$ cat src/rtl/pipebtb_pkg.sv
// Shared encodings and helpers for the branch target buffer.
// The 2-bit direction counter's states and its saturating step live here.
package pipebtb_pkg;

  localparam logic [1:0] CTR_SNT   = 2'b00;
  localparam logic [1:0] CTR_WNT   = 2'b01;
  localparam logic [1:0] CTR_WT    = 2'b10;
  localparam logic [1:0] CTR_ST    = 2'b11;
  localparam logic [1:0] CTR_RST   = CTR_WNT;
  localparam logic [1:0] CTR_ALLOC = CTR_WT;

  function automatic logic [1:0] ctr_next(input logic [1:0] ctr, input logic taken);
    logic [1:0] nxt;
    nxt = ctr;
    if (taken) begin
      if (ctr != CTR_ST) nxt = ctr + 2'd1;
    end else begin
      if (ctr != CTR_SNT) nxt = ctr - 2'd1;
    end
    return nxt;
  endfunction

endpackage

$ cat src/rtl/pipebtb_ctr2.sv
// One 2-bit saturating direction counter with clear, allocate-load and inc/dec.
// Clear wins over allocate, which wins over inc/dec.
module pipebtb_ctr2
  import pipebtb_pkg::*;
(
  input  logic       clock,
  input  logic       resetn,
  input  logic       clr,
  input  logic       alloc,
  input  logic       inc,
  input  logic       dec,
  output logic [1:0] ctr
);

  always_ff @(posedge clock or negedge resetn) begin
    if (!resetn) begin
      ctr <= CTR_RST;
    end else if (clr) begin
      ctr <= CTR_RST;
    end else if (alloc) begin
      ctr <= CTR_ALLOC;
    end else if (inc || dec) begin
      ctr <= ctr_next(ctr, inc);
    end
  end

endmodule

$ cat src/rtl/pipebtb.sv
// Direct-mapped branch target buffer with 2-bit direction counters.
// Lookup is combinational on pc; updates from the resolving stage land on the clock edge.
module pipebtb
  import pipebtb_pkg::*;
#(
  parameter int ENTRIES = 16,
  parameter int XLEN    = 32
) (
  input  logic            clock,
  input  logic            resetn,
  input  logic [XLEN-1:0] pc,
  output logic            pred_taken,
  output logic [XLEN-1:0] pred_target,
  input  logic            upd_valid,
  input  logic [XLEN-1:0] upd_pc,
  input  logic            upd_taken,
  input  logic [XLEN-1:0] upd_target,
  input  logic            upd_pred_taken,
  input  logic [XLEN-1:0] upd_pred_target,
  input  logic            inv_all,
  output logic            mispredict,
  output logic [31:0]     branch_cnt,
  output logic [31:0]     mispred_cnt
);

  localparam int IDX_W = $clog2(ENTRIES);
  localparam int TAG_W = XLEN - IDX_W - 2;

  logic [ENTRIES-1:0] valid_q;
  logic [TAG_W-1:0]   tag_q    [ENTRIES];
  logic [XLEN-1:0]    target_q [ENTRIES];
  logic [1:0]         ctr_q    [ENTRIES];

  logic [IDX_W-1:0] l_idx, u_idx;
  logic [TAG_W-1:0] l_tag, u_tag;
  logic             l_hit, u_hit, upd_en;
  logic             unused_bits;

  assign l_idx = pc[IDX_W+1:2];
  assign l_tag = pc[XLEN-1:IDX_W+2];
  assign u_idx = upd_pc[IDX_W+1:2];
  assign u_tag = upd_pc[XLEN-1:IDX_W+2];
  assign unused_bits = &{1'b0, pc[1:0], upd_pc[1:0]};

  assign l_hit       = valid_q[l_idx] && (tag_q[l_idx] == l_tag);
  assign pred_taken  = l_hit && ctr_q[l_idx][1];
  assign pred_target = l_hit ? target_q[l_idx] : '0;

  assign mispredict = upd_valid &&
                      ((upd_pred_taken != upd_taken) ||
                       (upd_taken && (upd_pred_target != upd_target)));

  // Invalidate drops the table write of a same-cycle update.
  assign u_hit  = valid_q[u_idx] && (tag_q[u_idx] == u_tag);
  assign upd_en = upd_valid && !inv_all;

  always_ff @(posedge clock or negedge resetn) begin
    if (!resetn) begin
      valid_q <= '0;
    end else if (inv_all) begin
      valid_q <= '0;
    end else if (upd_en && upd_taken) begin
      valid_q[u_idx] <= 1'b1;
    end
  end

  // A taken update always writes tag and target: on a hit the tag is unchanged.
  always_ff @(posedge clock) begin
    if (upd_en && upd_taken) begin
      tag_q[u_idx]    <= u_tag;
      target_q[u_idx] <= upd_target;
    end
  end

  for (genvar i = 0; i < ENTRIES; i++) begin : g_ctr
    logic sel;
    assign sel = upd_en && (u_idx == IDX_W'(i));
    pipebtb_ctr2 u_ctr (
      .clock (clock),
      .resetn(resetn),
      .clr   (inv_all),
      .alloc (sel && !u_hit && upd_taken),
      .inc   (sel && u_hit && upd_taken),
      .dec   (sel && u_hit && !upd_taken),
      .ctr   (ctr_q[i])
    );
  end

  always_ff @(posedge clock or negedge resetn) begin
    if (!resetn) begin
      branch_cnt  <= '0;
      mispred_cnt <= '0;
    end else if (upd_valid) begin
      branch_cnt  <= branch_cnt + 32'd1;
      if (mispredict) mispred_cnt <= mispred_cnt + 32'd1;
    end
  end

endmodule

$ cat config.mk
export PLATFORM = sky130hd
export DESIGN_NAME = pipebtb
export DESIGN_NICKNAME = d
export VERILOG_FILES = /design/src/rtl/pipebtb_pkg.sv /design/src/rtl/pipebtb_ctr2.sv /design/src/rtl/pipebtb.sv
export SDC_FILE = /design/constraint.sdc
export NUM_CORES = 1
export LEC_CHECK = 0
export BUFFER_PORTS_ARGS = -buffer_cell sky130_fd_sc_hd__buf_2
export CAP_MARGIN = 20
export CORE_ASPECT_RATIO = 0.9
export CORE_UTILIZATION = 50
export DETAILED_ROUTE_END_ITERATION = 10
export PLACE_DENSITY = 0.67
export SLEW_MARGIN = 10
export SYNTH_ARGS = -nofsm -noshare
export SYNTH_HDL_FRONTEND = slang
export SYNTH_SLANG_ARGS = --single-unit
$ cat constraint.sdc
create_clock -name clock -period 10.89 [get_ports clock]
set_input_delay 1.6335 -clock clock [delete_from_list [all_inputs] [get_ports clock]]
set_output_delay 1.6335 -clock clock [all_outputs]
set_load 0.005 [all_outputs]
Yosys cells after proc, flatten, opt, wreduce, memory -nomap -nowiden. Memory sizes are Yosys's and may differ from the RTL's. Index checks and enable logic that the tools add are counted.

Register bits: 112. Memory bits (writable): 928. Input bits: 134. Word-level logic and storage cells: 413. Memories kept: 2.

Memory list: target_q (depth 16, width 32, read ports 1, clocked after Yosys merged registers in 0, write ports 1, line pipebtb.sv:31) `logic [XLEN-1:0] target_q [ENTRIES];`; tag_q (depth 16, width 26, read ports 2, clocked after Yosys merged registers in 0, write ports 1, line pipebtb.sv:30) `logic [TAG_W-1:0] tag_q [ENTRIES];`.

$add $sub $neg: 34. Order comparisons: 4. Equal/unequal tests: 51. Multiplexer cells: 110. Bitwise logic cells: 2. Reduce and logical (&&, ||, !) cells: 191.

Operator list (count): 2-bit 2-to-1 mux (98); 1-bit logical AND (104); 32-bit by 1-bit adder with 32-bit output (second input constant) (2); 4-bit by 3-bit != test with 1-bit output (second input constant) (16); 4-bit nonzero test (16); 26-bit == test (2); 3-bit AND reduction (16); 3-bit nonzero test (16); 2-bit nonzero test (17); 2-bit by 1-bit adder with 2-bit output (second input constant) (16); 4-bit == test (second input constant) (8); 16-bit 2-to-1 mux (2); 32-bit 2-to-1 mux (1); 2-bit != test (second input constant) (16); 32-bit != test (1); 2-bit by 1-bit subtractor with 2-bit output (second input constant) (16); 1-bit logical OR (17); 4-bit by 3-bit == test with 1-bit output (second input constant) (4); 16-bit bitwise OR (1); 4-bit by 5-bit less-than comparator with 1-bit output (second input constant) (2); 1-bit binary-select mux with 4-bit select (2); 2-bit binary-select mux with 4-bit select (1); 4-bit by 2-bit == test with 1-bit output (second input constant) (2); 5-bit greater-or-equal comparator (second input constant) (1); other kinds (9) (15).

Longest topological paths before layout.
Depth after elaboration: 9. Depth in mapped cells: 15. Depth with buffers taken out: 9.

Modules after synthesis. A second synthesis with hierarchy kept.

Cells, all modules: 2424. Area, all modules: 45924.0 sq um.

By module, submodules not included: pipebtb (times used 1, cells each 2232, area each 44142.3 sq um, sequential area each 29868.6 sq um); pipebtb_ctr2 (times used 16, cells each 12, area each 111.4 sq um, sequential area each 51.3 sq um).

Least setup slack after synthesis. Ideal clock, no wire load.

Path type: input to output. Start: input pc[2]. End: output pred_target[10]. Data arrival time: 4.360 ns. Path slack: 4.897 ns. Stages: 10. Path buffers: 4. Cells stage by stage: clkbuf_1 > buf_2 > buf_2 > mux4_2 > mux4_2 > xor2_1 > nor4_1 > nand4_1 > clkbuf_1 > nor2b_1.

Longest elaborated chain between the ends: 4. Elaborated cells on any way between the ends: 7. Classes of those cells: eq/ne (1); mux (3); reduce/logical (1); memory (2).

Ends and longest elaborated chain: from (decl) (line pipebtb.sv:11) `input logic [XLEN-1:0] pc,`; memory read 16 x 26 bit / 1-bit binary-select mux with 4-bit select (equally long branches); 26-bit == test / 1-bit 2-to-1 mux (equally long branches) (line pipebtb.sv:45) `assign l_hit = valid_q[l_idx] && (tag_q[l_idx] == l_tag);`; 1-bit logical AND (line pipebtb.sv:45); 32-bit 2-to-1 mux (*) (line pipebtb.sv:47) `assign pred_target = l_hit ? target_q[l_idx] : '0;`; to (decl) (line pipebtb.sv:13) `output logic [XLEN-1:0] pred_target,`.

Every way passes the cells marked *; elsewhere a longest branch is shown, timed or not. The select of a mux whose other input is x is not followed.

Final worst setup path.
Start: input pc[2]. End: output pred_target[12].

Same word-level chain as after synthesis.

==> impl_metrics.ini <==
[synth]
synth_cells = 2436
synthArstFlopShare_pct = 10.77
yosys_warnings = 0
seq_area_frac_synth_pct = 67.32
syn_nets = 2572
ys_top_cells_by_area = edfxtp_1 61%, mux4_2 18%, dfrtp_1 5.3%, mux2i_1 2.0%, xnor2_1 1.4%
synthTopCellsByCount = 928 x edfxtp_1, 364 x mux4_2, 113 x nor2_1, 96 x dfrtp_1, 91 x mux2i_1
synth-edff-count = 928
synth_top_flop_cell = edfxtp_1
yosysMostFrequentCell = edfxtp_1
syn-mean-instance-area_sq_um = 18.71
synth_largest_area_cell = edfxtp_1
ys_seq_elements = 1040
netlist_area_sq_um = 45590
ys_types = 73
synth_top_area_share_pct = 61.13

[final_layout]
stdcell_count = 3988
final_area_sq_um = 51680
fillers = 6673
nets = 2810
area_delta_synth_final_pct = 13.37
post_route_cells_drive_above_1_share_pct = 30.99

[placement]
place_congestion = 0.8932
dp.cells = 3786
place_area_sq_um = 48100
io_buffer_count = 227
hpwl_microns = 69760

[drt]
wl_per_cell_microns = 30.39
routed_via_density = 6.455
wl_met1_microns = 48110
drc = 0
routed_wl_microns = 121200
route.met3.wl_microns = 10100
dr.pass1.iters = 6
top_layer = met5
vias = 25740
ant_nets = 0
met2_length_microns = 59250
drt_iter0_markers = 3193

[pwr]
clkPwrFrac_pct = 41.9
ir_worst_vdd_mv = 0.1306
p_switching_w = 0.001917
power_density_nw_per_um2 = 169.0
seqPwrFrac_pct = 50.8
swShare_pct = 21.95
power_leakage_nw = 17.57
p_int_w = 0.006816
p_comb_share_pct = 7.2

[grt]
grt_antenna_before_repair = 11
grt_pass1_wl_microns = 177000
grt_overflow_total = 0
grt_max_degree = 81
grt_pass1_vias = 26160
grt_usage_pct = 26.54

[cts]
ctsHtreeMaxLevel = 3
insertion_delay_ps = 680
clk_pin_slew_ps = 50
cts_setup_buffers = 0
cts-root-buf = clkbuf_16
post_cts_resized = 0
clockBufferDepth = 3
clock-sinks = 1040
cts_tree = yes
numCtsBuffers = 103
ctsHoldBuffers = 0

[setup_path]
end_kind = primary output
crit_type = in2out
cp_cell_sequence = buf_8, buf_4, mux4_2, mux4_2, xor2_1, nor4_1, nand4_1, buf_4, nor2b_1, buf_2
cpPeakStageDelay_ps = 710
critPathSlowestCell = buf_8
required_ps = 9260
critPathMaxFanout = 80
startpoint_type = input port
crit_arrival_ps = 5850

[run_status]
status = finished, final reports clean

[sta]
holdWs_ps = 466.9
tightest_slew_ps = 1076
drv_slew = 0
rsz0062_at_grt = false
setup_tns_ps = 0
finClkSkew_ps = 29.46
final-setup-viol-count = 0
period_share_pct = 68.68
relSlewSlack_pct = 28.25
finalHoldViolCount = 0
period_needed_ps = 7479
fmax_mhz = 133.7

[die]
die_width_microns = 320.3
die_y_microns = 288.5
fp.coreArea_sq_um = 89920
rows = 104
die-area_sq_um = 92390
start_util_pct = 50.70
io_pins = 232

[flow_run]
cap_violations = 0

[min_path]
worstHoldPathType = reg2reg
per-layer routing:
layer | track usage, % | up-vias
met3 | 4.790 | 255
li1 | - | 10500
met1 | 36.56 | 13660
met2 | 43.25 | 1316
met4 | 8.816 | 8
met5 | 0 | -
sequential cells by signal, summed over array words and instances, names as in the netlist:
name and cells:
g_ctr.u_ctr.ctr 32, target_q 512, branch_cnt 32, mispred_cnt 32, tag_q 416, valid_q 16
metrics by stage:
stage	worst slack (ps)	util, %	total power [W]
floorplan	4897	-	0.004891
global placement	3426	53.48	0.005135
detailed placement	3425	53.50	0.005152
CTS	3397	57.40	0.008783
global route	3142	57.47	0.008984
finish	3411	57.48	0.008733
critical path, delay by kind of cell:
family                 cells  cell delay [ps]
XOR/XNOR                   1              200
buffers and inverters      4             1740
multiplexers               2             1060
AND/OR/NAND/NOR            3             1130
layout by cell type (no fill, tap or decap), types with 18 or more instances in the layout:
cell / instances
mux2i_1: 91
xnor2_1: 72
buf_4: 53
nand3_1: 34
clkinv_1: 18
edfxtp_1: 928
and3_1: 29
xor2_1: 71
a21oi_1: 33
clkbuf_16: 103
clkbuf_1: 23
nand4_1: 31
mux4_2: 364
nor2_1: 97
mux2_2: 19
inv_1: 32
nand2_1: 64
dfrtp_1: 96
nor2b_1: 50
clkinv_2: 20
buf_2: 219
nor3_1: 24
a22oi_1: 20
area by class of cell:
class / instances / area [sq um] / area share [%]
sequential: 1040 / 30690 / 59.38
multi-input combinational: 1217 / 14210 / 27.49
clock buffer: 130 / 2719 / 5.261
timing repair buffer: 278 / 1609 / 3.113
tap: 1219 / 1525 / 2.951
clock inverter: 63 / 784.5 / 1.518
inverter: 34 / 127.6 / 0.2469
antenna: 7 / 17.52 / 0.03389
final timing paths:
check                                            start  cells past startpoint  slack, ps                                 to
max in group asynchronous                       resetn                      3       8890  g_ctr[5].u_ctr.ctr[0]$_DFFE_PN1P_
hold / removal             mispred_cnt[31]$_DFFE_PN0P_                      1        470        mispred_cnt[31]$_DFFE_PN0P_
setup reg to reg                tag_q[12][9]$_DFFE_PP_                      9       7380  g_ctr[2].u_ctr.ctr[0]$_DFFE_PN1P_
setup / recovery                                 pc[2]                     10       3410                    pred_target[12]
hold reg to reg            mispred_cnt[31]$_DFFE_PN0P_                      1        470        mispred_cnt[31]$_DFFE_PN0P_
min in group asynchronous                       resetn                      1        910          branch_cnt[4]$_DFFE_PN0P_
power by group through the flow:
stage	Combinational, W	Sequential [W]	Clock (W)
after global routing	0.000673	0.00444	0.00387
after CTS	0.000633	0.00444	0.00371
after global placement	0.000617	0.00452	0
final	0.000632	0.00444	0.00366
after floorplan	0.000374	0.00452	0
after detailed placement	0.000630	0.00452	0
logic make-up after synthesis:
group,Yosys count,synth area share [%]
adder cells (fa/ha/maj),14,0.3184
buffers and inverters,179,1.822
multiplexers,474,20.45
AO/OA/AOI/OAI,180,2.832
flip-flops,1040,67.32
AND/OR/NAND/NOR,406,4.509
XOR/XNOR,143,2.747
No activity file was read; power rests on OpenSTA's default activity.
